## config.mk

```make
export PLATFORM = sky130hd
export DESIGN_NAME = risc_ctrl_fsm
export DESIGN_NICKNAME = d
export VERILOG_FILES = /design/src/rtl/risc16_pkg.sv /design/src/rtl/risc_decode.sv /design/src/rtl/risc_ctrl_fsm.sv
export SDC_FILE = /design/constraint.sdc
export NUM_CORES = 1
export LEC_CHECK = 0
export CAP_MARGIN = 10
export CORE_MARGIN = 4
export CORE_UTILIZATION = 40
export CTS_BUF_LIST = sky130_fd_sc_hd__clkbuf_4 sky130_fd_sc_hd__clkbuf_8
export DETAILED_ROUTE_END_ITERATION = 7
export PLACE_DENSITY = 0.66
export SLEW_MARGIN = 30
export SYNTH_ARGS = -nofsm -noshare
export SYNTH_HDL_FRONTEND = slang
export SYNTH_HIERARCHICAL = 1
export SYNTH_SLANG_ARGS = --single-unit
```

## constraint.sdc

```tcl
create_clock -name i_clk -period 3.45 [get_ports i_clk]
set_input_delay 0.5175 -clock i_clk [delete_from_list [all_inputs] [get_ports i_clk]]
set_output_delay 0.5175 -clock i_clk [all_outputs]
set_load 0.005 [all_outputs]
```

## src/rtl/risc16_pkg.sv

```systemverilog
// risc16_pkg: shared constants and types for the 16-bit RISC control sequencer.
// Opcodes, ALU select codes, writeback mux codes, IR field positions,
// the sequencer state enum and the decoded-instruction struct.
package risc16_pkg;

    // Opcodes (IR[15:12])
    localparam logic [3:0] OP_R    = 4'h0;
    localparam logic [3:0] OP_LD   = 4'h1;
    localparam logic [3:0] OP_ST   = 4'h2;
    localparam logic [3:0] OP_BEQ  = 4'h3;
    localparam logic [3:0] OP_JAL  = 4'h4;
    localparam logic [3:0] OP_HALT = 4'hF;

    // ALU select codes driven by the sequencer itself
    localparam logic [2:0] ALU_ADD = 3'b000;
    localparam logic [2:0] ALU_SUB = 3'b001;

    // Writeback mux (MUX_3) select codes
    localparam logic [1:0] WB_ALU  = 2'b00;
    localparam logic [1:0] WB_DMEM = 2'b01;
    localparam logic [1:0] WB_PC2  = 2'b10;

    // IR field positions (low bit of each field)
    localparam int OPC_LSB  = 12;
    localparam int RS1_LSB  = 9;   // rs1 for R/LD/ST/BEQ, rd for JAL
    localparam int RS2_LSB  = 6;   // rs2 for R/ST/BEQ, rd for LD
    localparam int RD_R_LSB = 3;   // rd for R
    localparam int FN_LSB   = 0;   // alu_sel for R
    localparam int IMM_W    = 6;
    localparam int TGT_W    = 9;

    typedef enum logic [2:0] {
        ST_FETCH,
        ST_DECODE,
        ST_EXEC,
        ST_MEM,
        ST_WB,
        ST_HALT
    } state_t;

    // Everything the sequencer needs to know about the instruction in IR
    typedef struct packed {
        logic        is_st;
        logic        is_beq;
        logic        is_jal;
        logic        is_halt;
        logic        writes_gpr;
        logic        uses_mem;
        logic [2:0]  alu_sel;
        logic        alu_b_imm;
        logic [1:0]  wb_sel;
        logic [2:0]  raddr1;
        logic [2:0]  raddr2;
        logic [2:0]  wdest;
        logic [15:0] imm;
        logic [15:0] jal_pc;
    } dec_t;

    function automatic logic [15:0] sext6(input logic [5:0] v);
        return {{10{v[5]}}, v};
    endfunction

endpackage

```

## src/rtl/risc_decode.sv

```systemverilog
// risc_decode: purely combinational IR decoder.
// Slices register fields, sign-extends imm6 and derives per-opcode control
// flags. Unknown opcodes decode as a NOP (all flags clear).
module risc_decode
    import risc16_pkg::*;
(
    input  logic [15:0] ir,
    output dec_t        dec
);

    logic [3:0] opc;
    logic [2:0] f_hi;
    logic [2:0] f_mid;
    logic [2:0] f_rd_r;
    logic [2:0] f_fn;

    assign opc    = ir[OPC_LSB +: 4];
    assign f_hi   = ir[RS1_LSB +: 3];
    assign f_mid  = ir[RS2_LSB +: 3];
    assign f_rd_r = ir[RD_R_LSB +: 3];
    assign f_fn   = ir[FN_LSB +: 3];

    // Field and flag decode; register ports stay 0 for opcodes that do not use them
    always_comb begin
        dec        = '0;
        dec.imm    = sext6(ir[IMM_W-1:0]);
        dec.jal_pc = {6'b0, ir[TGT_W-1:0], 1'b0};
        case (opc)
            OP_R: begin
                dec.writes_gpr = 1'b1;
                dec.alu_sel    = f_fn;
                dec.wb_sel     = WB_ALU;
                dec.raddr1     = f_hi;
                dec.raddr2     = f_mid;
                dec.wdest      = f_rd_r;
            end
            OP_LD: begin
                dec.writes_gpr = 1'b1;
                dec.uses_mem   = 1'b1;
                dec.alu_sel    = ALU_ADD;
                dec.alu_b_imm  = 1'b1;
                dec.wb_sel     = WB_DMEM;
                dec.raddr1     = f_hi;
                dec.wdest      = f_mid;
            end
            OP_ST: begin
                dec.is_st      = 1'b1;
                dec.uses_mem   = 1'b1;
                dec.alu_sel    = ALU_ADD;
                dec.alu_b_imm  = 1'b1;
                dec.raddr1     = f_hi;
                dec.raddr2     = f_mid;
            end
            OP_BEQ: begin
                dec.is_beq     = 1'b1;
                dec.alu_sel    = ALU_SUB;
                dec.raddr1     = f_hi;
                dec.raddr2     = f_mid;
            end
            OP_JAL: begin
                dec.is_jal     = 1'b1;
                dec.writes_gpr = 1'b1;
                dec.wb_sel     = WB_PC2;
                dec.wdest      = f_hi;
            end
            OP_HALT: begin
                dec.is_halt    = 1'b1;
            end
            default: begin
                // NOP: nothing to drive, PC simply advances
            end
        endcase
    end

endmodule

```

## src/rtl/risc_ctrl_fsm.sv

```systemverilog
// risc_ctrl_fsm: multi-cycle FETCH/DECODE/EXEC/MEM/WB sequencer for the
// 16-bit RISC datapath. Owns PC and IR and drives ALU, GPR, dmem and MUX_3
// controls. Optional macro RISC_CTRL_PERF_EN adds retire/cycle counters.
module risc_ctrl_fsm
    import risc16_pkg::*;
#(
    parameter logic [15:0] PC_RESET = 16'h0000,
    parameter logic [15:0] PC_STEP  = 16'd2
) (
    input  logic        i_clk,
    input  logic        i_rst_n,
    input  logic        i_run,
    input  logic [15:0] i_instr,
    input  logic        i_alu_zero,
    output logic [15:0] o_pc,
    output logic [15:0] o_ir,
    output logic [2:0]  o_alu_sel,
    output logic        o_alu_b_imm,
    output logic [15:0] o_imm,
    output logic        o_gpr_en,
    output logic        o_gpr_wen,
    output logic [2:0]  o_gpr_raddr1,
    output logic [2:0]  o_gpr_raddr2,
    output logic [2:0]  o_gpr_wdest,
    output logic [1:0]  o_wb_sel,
    output logic        o_dmem_en,
    output logic        o_dmem_wen,
    output logic        o_halted
`ifdef RISC_CTRL_PERF_EN
   ,output logic [15:0] o_retire_cnt,
    output logic [15:0] o_cycle_cnt
`endif
);

    state_t      state_q;
    logic [15:0] pc_q;
    logic [15:0] ir_q;
    logic [2:0]  alu_sel_q;
    logic        b_imm_q;
    logic [1:0]  wb_sel_q;
    logic        gpr_wen_q;
    logic        dmem_en_q;
    logic        dmem_wen_q;
    logic        halted_q;

    dec_t        dec;
    logic [15:0] pc_seq;
    logic [15:0] pc_br;

    risc_decode u_dec (
        .ir  (ir_q),
        .dec (dec)
    );

    // Sequential next PC and taken-branch target (word offset, hence << 1)
    assign pc_seq = pc_q + PC_STEP;
    assign pc_br  = pc_seq + {dec.imm[14:0], 1'b0};

    // Sequencer: each transition also loads the controls for the state being entered.
    // ALU select / B-operand mux are held until the instruction retires so the
    // combinational ALU result stays valid through MEM and WB.
    always_ff @(posedge i_clk) begin
        if (!i_rst_n) begin
            state_q    <= ST_FETCH;
            pc_q       <= PC_RESET;
            ir_q       <= '0;
            alu_sel_q  <= ALU_ADD;
            b_imm_q    <= 1'b0;
            wb_sel_q   <= WB_ALU;
            gpr_wen_q  <= 1'b0;
            dmem_en_q  <= 1'b0;
            dmem_wen_q <= 1'b0;
            halted_q   <= 1'b0;
        end else begin
            // single-cycle strobes default low
            gpr_wen_q  <= 1'b0;
            dmem_en_q  <= 1'b0;
            dmem_wen_q <= 1'b0;
            wb_sel_q   <= WB_ALU;
            case (state_q)
                ST_FETCH: begin
                    if (i_run) begin
                        ir_q    <= i_instr;
                        state_q <= ST_DECODE;
                    end
                end
                ST_DECODE: begin
                    if (dec.is_halt) begin
                        state_q  <= ST_HALT;
                        halted_q <= 1'b1;
                    end else begin
                        state_q   <= ST_EXEC;
                        alu_sel_q <= dec.alu_sel;
                        b_imm_q   <= dec.alu_b_imm;
                    end
                end
                ST_EXEC: begin
                    if (dec.uses_mem) begin
                        state_q    <= ST_MEM;
                        dmem_en_q  <= 1'b1;
                        dmem_wen_q <= dec.is_st;
                    end else if (dec.writes_gpr) begin
                        state_q   <= ST_WB;
                        gpr_wen_q <= 1'b1;
                        wb_sel_q  <= dec.wb_sel;
                    end else begin
                        // BEQ resolves here from the ALU zero flag; NOP just steps
                        state_q   <= ST_FETCH;
                        pc_q      <= (dec.is_beq && i_alu_zero) ? pc_br : pc_seq;
                        alu_sel_q <= ALU_ADD;
                        b_imm_q   <= 1'b0;
                    end
                end
                ST_MEM: begin
                    if (dec.is_st) begin
                        state_q   <= ST_FETCH;
                        pc_q      <= pc_seq;
                        alu_sel_q <= ALU_ADD;
                        b_imm_q   <= 1'b0;
                    end else begin
                        state_q   <= ST_WB;
                        gpr_wen_q <= 1'b1;
                        wb_sel_q  <= dec.wb_sel;
                    end
                end
                ST_WB: begin
                    // PC is still the instruction's own address during WB, so the
                    // datapath's PC+2 link value is correct for JAL
                    state_q   <= ST_FETCH;
                    pc_q      <= dec.is_jal ? dec.jal_pc : pc_seq;
                    alu_sel_q <= ALU_ADD;
                    b_imm_q   <= 1'b0;
                end
                ST_HALT: begin
                    state_q <= ST_HALT;
                end
                default: begin
                    state_q <= ST_FETCH;
                end
            endcase
        end
    end

    assign o_pc         = pc_q;
    assign o_ir         = ir_q;
    assign o_alu_sel    = alu_sel_q;
    assign o_alu_b_imm  = b_imm_q;
    assign o_imm        = dec.imm;
    assign o_gpr_en     = (state_q != ST_HALT);
    assign o_gpr_raddr1 = dec.raddr1;
    assign o_gpr_raddr2 = dec.raddr2;
    assign o_gpr_wdest  = dec.wdest;
    assign o_wb_sel     = wb_sel_q;
    assign o_halted     = halted_q;
    // Gate strobes with reset so a reset landing in MEM/WB writes nothing on that edge
    assign o_gpr_wen    = gpr_wen_q  & i_rst_n;
    assign o_dmem_en    = dmem_en_q  & i_rst_n;
    assign o_dmem_wen   = dmem_wen_q & i_rst_n;

`ifdef RISC_CTRL_PERF_EN
    logic        retire;
    logic [15:0] retire_cnt_q;
    logic [15:0] cycle_cnt_q;

    // An instruction retires on the edge that returns the sequencer to FETCH
    assign retire = ((state_q == ST_EXEC) && !dec.uses_mem && !dec.writes_gpr) ||
                    ((state_q == ST_MEM)  && dec.is_st) ||
                     (state_q == ST_WB);

    // Free-running performance counters, frozen once halted
    always_ff @(posedge i_clk) begin
        if (!i_rst_n) begin
            retire_cnt_q <= '0;
            cycle_cnt_q  <= '0;
        end else if (state_q != ST_HALT) begin
            cycle_cnt_q <= cycle_cnt_q + 16'd1;
            if (retire) begin
                retire_cnt_q <= retire_cnt_q + 16'd1;
            end
        end
    end

    assign o_retire_cnt = retire_cnt_q;
    assign o_cycle_cnt  = cycle_cnt_q;
`endif

endmodule

```

==> impl_metrics.yaml, run 1 <==
min_path:
  hold_path_class: "reg -> reg"
synthesis:
  synth_edf_count: 0
  syn_inst: 441
  yosys_warnings: 6
  ys_ff_latch: 45
  syn_area_mm2: 0.00342
  async_flop_share_pct: 0
  synthFlopType: "dfxtp_1"
  synth-seq-area-share_pct: 26.4
  synth_cell_types: 64
  syn_area_per_cell_um2: 7.75
timing:
  setup_slack_ns: 0.509
  fin_skew_ns: 0.00886
  finalCritPeriodShare_pct: 85.2
  fmax_ghz: 0.340
  period_minus_slack_ns: 2.94
  slew_violations: 0
  max_slew_margin_pct: 47.0
  hold_viol: 0
  setup_violations: 0
  rsz0062_at_grt: "false"
  setup_tns_ns: 0
  tightest_slew_ns: 0.793
setup_path:
  cp-endpoint: "o_pc[15]$_SDFFE_PN0P_"
  crit_chain: "and3_1 -> and3_2 -> and3_1 -> xor2_1 -> ha_1 -> a21oi_1 -> o21a_1 -> o221ai_1 -> a21oi_1 -> xnor2_1 -> a31oi_1 -> or3b_1"
  cp.arrival_ns: 3.12
  cp_max_fo: 6
  reg2reg_depth: 12
  cp.required_ns: 3.63
  start_kind: "flip-flop"
  slowest_delay_ns: 0.43
  timing.rr.end: "o_pc[15]$_SDFFE_PN0P_"
  startpoint: "o_pc[1]$_SDFFE_PN0P_"
  reg2reg_slack_ns: 0.51
  r2r-start: "o_pc[1]$_SDFFE_PN0P_"
  slowest_stage: "dfxtp_1"
  crit_type: "reg -> reg"
  endpoint_kind: "flip-flop"
power_and_ir_drop:
  p_total_mw: 1.31
  vdd_drop_max_mv: 0.176
  power.density_mw_per_mm2: 308
  p_leak_nw: 1.69
final_layout:
  area_growth_pct: 24.3
  n_antenna_cell: 0
  post-route-util_pct: 51.4
  final_cell_mix: "87 x clkdlybuf4s50_1, 70 x nand2_1, 45 x dfxtp_1"
  n_fill_cell: 810
  finalNetCount: 534
  drive_gt1_share_pct: 4.63
  layout_commonest_cell: "clkdlybuf4s50_1"
  multi_input_area_mm2: 0.00213
  seq_area_um2: 901
global_routing:
  grt_start_max_net_pins: 28
  grt_pass1_vias: 3130
  grt_pass1_wl_um: 15400
  grt_use_total_pct: 18.9
  antenna_found_initial: 0
  grt_remaining_overflow: 0
placed_design:
  place_congestion: 0.918
  pre_cts_slack_ns: 0.525
  io_buffers: 87
  dpl.hpwl_um: 7240
clocking:
  cts_tree: "built"
  clk_latency_ns: 0.29
  ctsResizeCount: 0
  post-cts-setup-buffers: 0
  cts_buffer_depth: 2
  cts_buffers: 5
  cts.htree.levels: 2
  cts_hold_buf: 0
  clk_pin_slew_ns: 0.10
  cts.sinks: 45
  ctsRootBufferMaster: "clkbuf_8"
detailed_routing:
  routedWlPerCell_um: 16.0
  via_count: 3325
  firstDrtPassIters: 6
  post-route-drc-count: 0
  drtAntennaViolNets: 0
  first_iter_violations: 222
  via_per_inst: 5.52
  drt-total-wl_um: 9630
floorplanning:
  rows: 33
  ios: 88
  die_h_um: 100
  core_area_mm2: 0.00826
  die_w_um: 100
  initial_core_util_pct: 41.4
  die_area_mm2: 0.0101
outcome:
  status: "completed"
run:
  drv_cap: 0
-- worst max-delay path, delay by kind of cell (launching register included) --
kind | cells | cell delay, ns
flops | 1 | 0.43
simple gates | 4 | 0.93
compound gates | 5 | 0.72
fa+ha+maj | 1 | 0.33
xor+xnor | 2 | 0.42
-- synth_stat cells, types with 4 or more instances --
| master | number | area (µm²) |
|---|---|---|
| nand2_1 | 70 | 263 |
| dfxtp_1 | 45 | 901 |
| buf_4 | 34 | 255 |
| nor2_1 | 24 | 90.1 |
| a21boi_0 | 20 | 150 |
| inv_1 | 19 | 71.3 |
| o21ai_0 | 18 | 90.1 |
| a21oi_1 | 17 | 85.1 |
| ha_1 | 16 | 200 |
| xnor2_1 | 14 | 123 |
| nand3_1 | 13 | 65.1 |
| and2_1 | 10 | 62.6 |
| clkbuf_1 | 10 | 37.5 |
| nor3_1 | 10 | 50.1 |
| and3_1 | 9 | 56.3 |
| a221oi_1 | 8 | 70.1 |
| o21a_1 | 8 | 60.1 |
| xor2_1 | 7 | 61.3 |
| nand4_1 | 6 | 37.5 |
| nor2b_1 | 5 | 31.3 |
| o211a_1 | 5 | 50.1 |
| a31oi_1 | 4 | 25.0 |
| buf_2 | 4 | 20.0 |
| mux2i_1 | 4 | 40.0 |
| or3_1 | 4 | 25.0 |
-- stage by stage --
stage	cells	hold WS, ns	instance area (µm²)
detailed placement	595	0.458	4160
global route	602	0.493	4250
CTS	602	0.473	4250
global placement	595	0.453	4160
floorplan	447	0.457	3440
finish	602	0.472	4250
-- where the power goes --
part	total [mW]	switching [mW]	internal [mW]
Clock	0.338	0.189	0.149
Combinational	0.365	0.174	0.191
Sequential	0.603	0.0552	0.548
-- worst min-delay path by stage --
stage	from	to	slack, ns	cells past startpoint
finish	o_alu_sel[0]$_SDFFE_PN0P_	o_alu_sel[0]$_SDFFE_PN0P_	0.47	2
global route	o_alu_sel[0]$_SDFFE_PN0P_	o_alu_sel[0]$_SDFFE_PN0P_	0.49	2
CTS	o_alu_sel[0]$_SDFFE_PN0P_	o_alu_sel[0]$_SDFFE_PN0P_	0.47	2
detailed placement	o_halted$_SDFFE_PN0P_	o_halted$_SDFFE_PN0P_	0.46	1
global placement	o_halted$_SDFFE_PN0P_	o_halted$_SDFFE_PN0P_	0.45	1
floorplan	o_alu_sel[0]$_SDFFE_PN0P_	o_alu_sel[0]$_SDFFE_PN0P_	0.46	2
-- logic make-up (layout without fill, tap and decap cells) --
| group | count (synthesis) | count (layout) | synth area share [%] |
|---|---|---|---|
| AOI/OAI and AO/OA | 116 | 116 | 24.3 |
| adders and majority gates | 17 | 17 | 6.45 |
| muxes | 4 | 4 | 1.17 |
| and+or+nand+nor | 167 | 167 | 24.4 |
| DFF | 45 | 45 | 26.4 |
| other | 1 | 7 | 0.110 |
| buffers and inverters | 70 | 120 | 11.8 |
| xor gates and xnor gates | 21 | 21 | 5.38 |
-- sequential cells by signal, summed over array words and instances, names as in the netlist --
signal and flops:
o_wb_sel 2, o_alu_b_imm 1, o_halted 1, o_pc 16
o_alu_sel 3, dmem_en_q 1, o_ir 16, gpr_wen_q 1
state_q 3, dmem_wen_q 1
-- metal layers --
layer,vias up,GRT usage [%],wire length (µm)
li1,1636,-,-
met1,1554,24.2,4260
met2,123,32.0,4520
met3,12,4.24,715
met4,0,4.97,133
met5,-,0,0
-- cell type report --
type | instances | share of cell area (%)
multi-input cells | 332 | 50.3
repair buffers | 94 | 21.8
flip-flops and latches | 45 | 21.2
well taps | 105 | 3.09
clock buffers | 6 | 1.80
inverters | 19 | 1.68
clock inverters | 1 | 0.206
(Power assumes the default switching activity.)
==> run 2, diff against run 1 <==
CAP_MARGIN = 15   (was 10)
GPL_ROUTABILITY_DRIVEN = 1   (was not set)
==> results of run 2 <==
No change in the layout: final DEF, timing and power equal those of run 1.
==> run 3, diff against run 2 <==
SLEW_MARGIN = not set   (was 30)
==> results of run 3 <==
No change in the layout: final DEF, timing and power equal those of run 1.
